File: config.mk
export PLATFORM = sky130hd
export DESIGN_NAME = mux_32x8
export DESIGN_NICKNAME = d
export VERILOG_FILES = /design/src/rtl/mux_demux_pkg.sv /design/src/rtl/mux_32x8.sv
export SDC_FILE = /design/constraint.sdc
export NUM_CORES = 1
export LEC_CHECK = 0
export ABC_AREA = 1
export CAP_MARGIN = 20
export CORE_MARGIN = 5
export CORE_UTILIZATION = 52
export DETAILED_ROUTE_END_ITERATION = 7
export HOLD_SLACK_MARGIN = 0.1
export PLACE_DENSITY_LB_ADDON = 0.2
export SYNTH_ARGS = -nofsm -noshare
export SYNTH_HDL_FRONTEND = slang
export SYNTH_SLANG_ARGS = --single-unit
File: constraint.sdc
create_clock -name clk_4f -period 2.1 [get_ports clk_4f]
set_input_delay 0.42 -clock clk_4f [delete_from_list [all_inputs] [get_ports clk_4f]]
set_output_delay 0.42 -clock clk_4f [all_outputs]
set_load 0.05 [all_outputs]
File: src/rtl/mux_demux_pkg.sv
// Shared definitions for the 32x8 serializer and the 8x32 deserializer.
// Word/byte geometry, counter width and an MSB-first byte selector.
package mux_demux_pkg;

  localparam int WORD_W = 32;
  localparam int BYTE_W = 8;
  localparam int NBYTES = WORD_W / BYTE_W;
  localparam int CNT_W  = $clog2(NBYTES);

  typedef logic [WORD_W-1:0] word_t;
  typedef logic [BYTE_W-1:0] byte_t;
  typedef logic [CNT_W-1:0]  cnt_t;

  localparam cnt_t LAST_IDX = cnt_t'(NBYTES - 1);

  // Slice k counted from the MSB end: k=0 is the top byte of the word.
  function automatic byte_t byte_sel(input word_t w, input cnt_t k);
    int idx;
    idx = int'(k);
    return w[WORD_W-1-BYTE_W*idx -: BYTE_W];
  endfunction

endpackage

File: src/rtl/mux_32x8.sv
// Word-to-byte serializer. One active word is shifted out MSB byte first,
// one byte per clk_4f cycle; a second pending word is buffered so that a
// continuous word stream leaves with no bubble between words.
module mux_32x8
  import mux_demux_pkg::*;
(
  input  logic              clk_4f,
  input  logic              reset_L,
  input  logic [WORD_W-1:0] data_in_32x8,
  input  logic              valid_in_32x8,
  output logic              ready_out_32x8,
  output logic [BYTE_W-1:0] data_out_32x8,
  output logic              valid_out_32x8
);

  word_t r_active;
  word_t r_pending;
  logic  r_active_valid;
  logic  r_pending_valid;
  cnt_t  r_cnt;

  logic  w_accept;
  logic  w_src_valid;
  word_t w_src;
  logic  w_last;
  logic  w_load;

  // Ready depends only on the pending slot, never on valid_in, so the
  // upstream handshake has no combinational loop through this block.
  assign ready_out_32x8 = reset_L & ~r_pending_valid;
  assign w_accept       = valid_in_32x8 & ready_out_32x8;

  // The pending word always wins over the input so words leave in order.
  assign w_src_valid = r_pending_valid | w_accept;
  assign w_src       = r_pending_valid ? r_pending : data_in_32x8;
  assign w_last      = (r_cnt == LAST_IDX);

  // A new word enters the active register when idle or on the last byte.
  assign w_load = w_src_valid & (~r_active_valid | w_last);

  // Active word, byte counter, pending slot and registered outputs.
  // NOTE: the word registers are reset along with the control flops so the
  // whole process shares a single async-reset template; a flop left out of
  // the reset branch in this block would pick up an unwanted hold enable.
  always_ff @(posedge clk_4f or negedge reset_L) begin
    if (!reset_L) begin
      r_active        <= '0;
      r_pending       <= '0;
      r_active_valid  <= 1'b0;
      r_pending_valid <= 1'b0;
      r_cnt           <= '0;
      data_out_32x8   <= '0;
      valid_out_32x8  <= 1'b0;
    end else begin
      // NOTE: non-blocking assignments throughout, so every branch below
      // reads the pre-edge value of each flop regardless of statement order.
      if (r_active_valid) begin
        data_out_32x8  <= byte_sel(r_active, r_cnt);
        valid_out_32x8 <= 1'b1;
        if (!w_last) begin
          r_cnt <= r_cnt + 1'b1;
        end else if (w_src_valid) begin
          r_active <= w_src;
          r_cnt    <= '0;
        end else begin
          r_cnt          <= '0;
          r_active_valid <= 1'b0;
        end
      end else if (w_src_valid) begin
        // Idle start: byte 0 goes out on this same edge.
        data_out_32x8  <= byte_sel(w_src, '0);
        valid_out_32x8 <= 1'b1;
        r_active       <= w_src;
        r_cnt          <= cnt_t'(1);
        r_active_valid <= 1'b1;
      end else begin
        data_out_32x8  <= '0;
        valid_out_32x8 <= 1'b0;
      end

      // Pending drains when it feeds the active register; an accepted word
      // that does not go straight to active parks here.
      if (w_load && r_pending_valid) begin
        r_pending_valid <= 1'b0;
      end else if (w_accept && !w_load) begin
        r_pending       <= data_in_32x8;
        r_pending_valid <= 1'b1;
      end
    end
  end

endmodule
======== Yosys cells after proc, flatten, opt, wreduce, memory -nomap -nowiden ========
Index checks and enable logic that the tools add are counted.
Widths: inputs -> output; s select.
operators by class
  mux-type cells .......................... 15
  add/sub/neg operators ................... 2
  bitwise logic cells ..................... 8
  equal/unequal tests ..................... 2
  shift operators ......................... 1
  reductions and logical operators ........ 6
operators with widths
  kind                 count
  $mux 32              4
  $shiftx 39x6->8      1
  $mux 8               2
  $mux 1               6
  $mux 2               3
  $sub 5x5->6 const A  1
  $reduce_bool 2->1    2
  $and 1x1->1          3
  $not 1->1            3
  $add 2x1->2 const B  1
  $eq 2x2->1 const B   1
  $logic_and 1x1->1    2
  $ne 2x1->1 const B   1
  $or 1x1->1           2
  $reduce_and 2->1     1
  $logic_not 1->1      1
word-level totals
  register bits after elaboration ......... 77
  bits of input ports ..................... 35
  output and inout port bits .............. 10
  word-level logic and storage cells ...... 41

======== Longest topological paths before layout ========
  depth after elaboration ................. 9
  depth in mapped cells ................... 8
  depth with buffers taken out ............ 7

======== Worst setup path after synthesis ========
Ideal clock, no wire load.
  path type ............................... register to output
  start ................................... register r_pending_valid
  end ..................................... output ready_out_32x8
  stages on the path, launching flop included .. 2
  path buffers ............................ 0
  setup slack ............................. 582 ps
  required time ........................... 1680 ps
  arrival time ............................ 1098 ps
  cell sequence ........................... dfrtp_1 > nor2_1
on the way
  cells in the longest elaborated chain, start to end .. 2
RTL lines
  element                 line            RTL
  from (decl)             mux_32x8.sv:19  logic r_pending_valid;
  from (signal assigned)  mux_32x8.sv:50  r_pending_valid <= 1'b0;
  from (signal assigned)  mux_32x8.sv:84  r_pending_valid <= 1'b0;
  from (signal assigned)  mux_32x8.sv:87  r_pending_valid <= 1'b1;
  $not 1->1               mux_32x8.sv:30  assign ready_out_32x8 = reset_L & ~r_pending_valid;
  $and 1x1->1             mux_32x8.sv:30
  to (decl)               mux_32x8.sv:11  output logic ready_out_32x8,
Every way passes these cells.

======== Worst setup path after layout ========
  start ................................... input reset_L
  end ..................................... output ready_out_32x8
on the way
  cells in the longest elaborated chain, start to end .. 1
RTL lines
  element      line            RTL
  from (decl)  mux_32x8.sv:8   input logic reset_L,
  $and 1x1->1  mux_32x8.sv:30
Every way passes these cells.

==> impl_metrics.toml <==
[timing]
finalMaxSlewViolations = 0
hold_viol = 0
worstMarginPinSlew_ps = 680
fmax_mhz = 528
skew_ps = 5.93
rsz0062_at_grt = "no"
fin_tns_setup_ps = 0
setup_ws_ps = 206
hold-worst-slack_ps = 418
fin_crit_ps = 1890
relSlewSlack_pct = 54.5
setup_viol = 0
fin_crit_sh_pct = 90.2

[critical_path]
cp-end-kind = "output pin"
slowest_stage = "dlygate4sd3_1"
crit_required_ps = 1680
crit_type = "primary input to output pin"
crit_chain = "dlygate4sd3_1 -> buf_4 -> inv_1 -> nor2_1 -> buf_12"
arrival_ps = 1470
max_stage_delay_ps = 520
start_kind = "primary input"
critPathMaxFanout = 6

[pwr]
p_switching_mw = 2.75
p_sw_share_pct = 43.2
vdd_drop_max_uv = 688
p_int_mw = 3.61
seqPwrFrac_pct = 39.1
pwr_density_cell_mw_per_mm2 = 1490
clkPwrFrac_pct = 14.2
p_comb_share_pct = 46.7
p_leak_nw = 2.08

[flow_run]
max_cap_violations = 0

[global_route]
grt_pass1_wl_um = 13600
grt_usage_pct = 20.0
grt_max_degree = 48
grt_antenna_before_repair = 0
grt-ovfl-total = 0
grt_pass1_vias = 2949

[final_layout]
diodes = 0
final_util_pct = 63.3
syn2layout_area_growth_pct = 19.3
layout.nets = 535
drive_gt1_share_pct = 6.77

[place]
io_buffers = 44
place_ws_ps = 162
dp_hpwl_um = 5480
place_congestion = 0.864

[detailed_routing]
drc_errors = 0
ant_nets = 0
wire_per_inst_um = 13.3
routed_wl_um = 7740
dr.pass1.iters = 4
dr_total_vias = 3011
drt_iter0_markers = 217
via_per_inst = 5.17

[cts]
htreeDepth = 3
clock_latency_ps = 340
clk_pin_slew_ps = 70
cts_tree = "yes"
numCtsBuffers = 9
cts.sinks = 77
root_buffer = "clkbuf_8"
clockBufferDepth = 2

[floorplan]
fp.dieH_um = 93.1
die_area_mm2 = 0.00866
core-area_mm2 = 0.00676
io_pins = 45
die_x_um = 93.1
placementRows = 30
start_util_pct = 53.1

[synth]
synth_flop_cell = "dfrtp_1"
synth_edf_count = 0
ys_ff_latch = 77
synth_area_per_cell_um2 = 7.83
ys_types = 19
synth_area_mm2 = 0.00359
netlist_instances = 458
async_reset_ff_share_pct = 100
yosysWarnings = 0
synth_nets = 494
ys_seq_area_share_pct = 53.7

[status]
status = "finished clean"

[min_path]
hold_path_class = "primary input to async pin"
==> synth_stat cells, types with 2 or more instances <==
master    instances  area, um2
nand2_1         189        709
o21ai_0          91        455
dfrtp_1          77       1930
inv_1            32        120
nand3_1          24        120
buf_2            13       65.1
buf_4             5       37.5
clkbuf_1          5       18.8
o21ai_1           5       25.0
clkbuf_2          4       20.0
clkinv_1          2       7.51
inv_2             2       7.51
nor2_1            2       7.51
nor2_4            2       22.5
==> stage by stage <==
stage / power (mW) / cell area [um2] / instances
floorplan: 4.57 / 3590 / 458
global placement: 5.40 / 4120 / 567
detailed placement: 5.50 / 4120 / 567
CTS: 6.41 / 4280 / 582
global route: 6.96 / 4280 / 582
finish: 6.36 / 4280 / 582
==> state kept, by name, indices dropped and copies added, names as in the netlist <==
register         cells
r_active            32
r_cnt                2
valid_out_32x8       1
data_out_32x8        8
r_active_valid       1
r_pending_valid      1
r_pending           32
==> critical path, delay by kind of cell <==
kind	cells	cell delay (ps)
buffers and inverters	4	880
AND/OR/NAND/NOR	1	170
==> layer usage <==
metal / vias up / part of all wire, % / global-route usage, %
met5: - / 0 / 0
met4: 0 / 1.3 / 7.69
met3: 9 / 4.0 / 2.90
met2: 61 / 48 / 31.9
met1: 1413 / 47 / 27.8
li1: 1528 / - / -
==> power groups by stage <==
stage | combinational [mW] | sequential [mW] | clock (mW)
4_1_cts | 3.00 | 2.49 | 0.928
2_1_floorplan | 1.86 | 2.71 | 0
6_report | 2.97 | 2.49 | 0.903
5_1_grt | 3.41 | 2.57 | 0.988
3_5_place_dp | 2.99 | 2.51 | 0
3_3_place_gp | 2.91 | 2.49 | 0
==> final timing paths <==
check | end | from | slack [ps] | cells past startpoint
worst min-delay path | r_pending[17]$_DFFE_PN0P_ | reset_L | 420 | 2
worst max register to register | r_pending[18]$_DFFE_PN0P_ | r_pending_valid$_DFFE_PN0P_ | 520 | 5
worst min register to register | r_active[28]$_DFFE_PN0P_ | r_active[28]$_DFFE_PN0P_ | 490 | 2
worst max-delay path | ready_out_32x8 | reset_L | 210 | 5
max in group asynchronous | r_active[24]$_DFFE_PN0P_ | reset_L | 970 | 3
min in group clk_4f | r_active[28]$_DFFE_PN0P_ | r_active[28]$_DFFE_PN0P_ | 490 | 2
==> layout make-up <==
cell class | instances | area, um2
Clock buffer | 11 | 131
Clock inverter | 3 | 15.0
Fill cell | 601 | 2480
Inverter | 36 | 135
Multi-Input combinational cell | 318 | 1380
Sequential cell | 77 | 1930
Tap cell | 80 | 100
Timing Repair Buffer | 57 | 586
==> cell usage in the layout, fill, tap and decap left out <==
master,synthesis,routed
dlygate4sd3_1,0,1
nand3_1,24,24
o21ai_0,91,91
inv_1,32,32
inv_2,2,2
clkdlybuf4s50_1,0,42
buf_12,0,4
nor2_4,2,2
nor2_1,2,2
a21oi_2,1,1
nand2_2,1,1
clkbuf_8,0,9
clkbuf_1,5,2
nand2_1,189,189
ha_1,1,1
buf_4,5,10
nand3_2,1,1
dfrtp_1,77,77
clkinv_1,2,2
nor2_2,1,1
clkinv_2,0,3
o21ai_1,5,5
==> cells by family (layout without fill, tap and decap cells) <==
| family | Yosys count | count (layout) | share of synthesized area (%) |
|---|---|---|---|
| AO/OA/AOI/OAI | 97 | 97 | 13.6 |
| adder cells (fa/ha/maj) | 1 | 1 | 0.349 |
| buffers and inverters | 63 | 107 | 7.71 |
| AND/OR/NAND/NOR | 220 | 220 | 24.6 |
| flip-flops | 77 | 77 | 53.7 |
==> timing repair <==
item	in CTS	in global routing
endpoints found under the setup margin	0	0
setup buffers	0	0
endpoints found under the hold margin	1	0
resized for setup	0	0
hold buffers	1	0
Note: power is estimated with default switching activity, not from simulation.
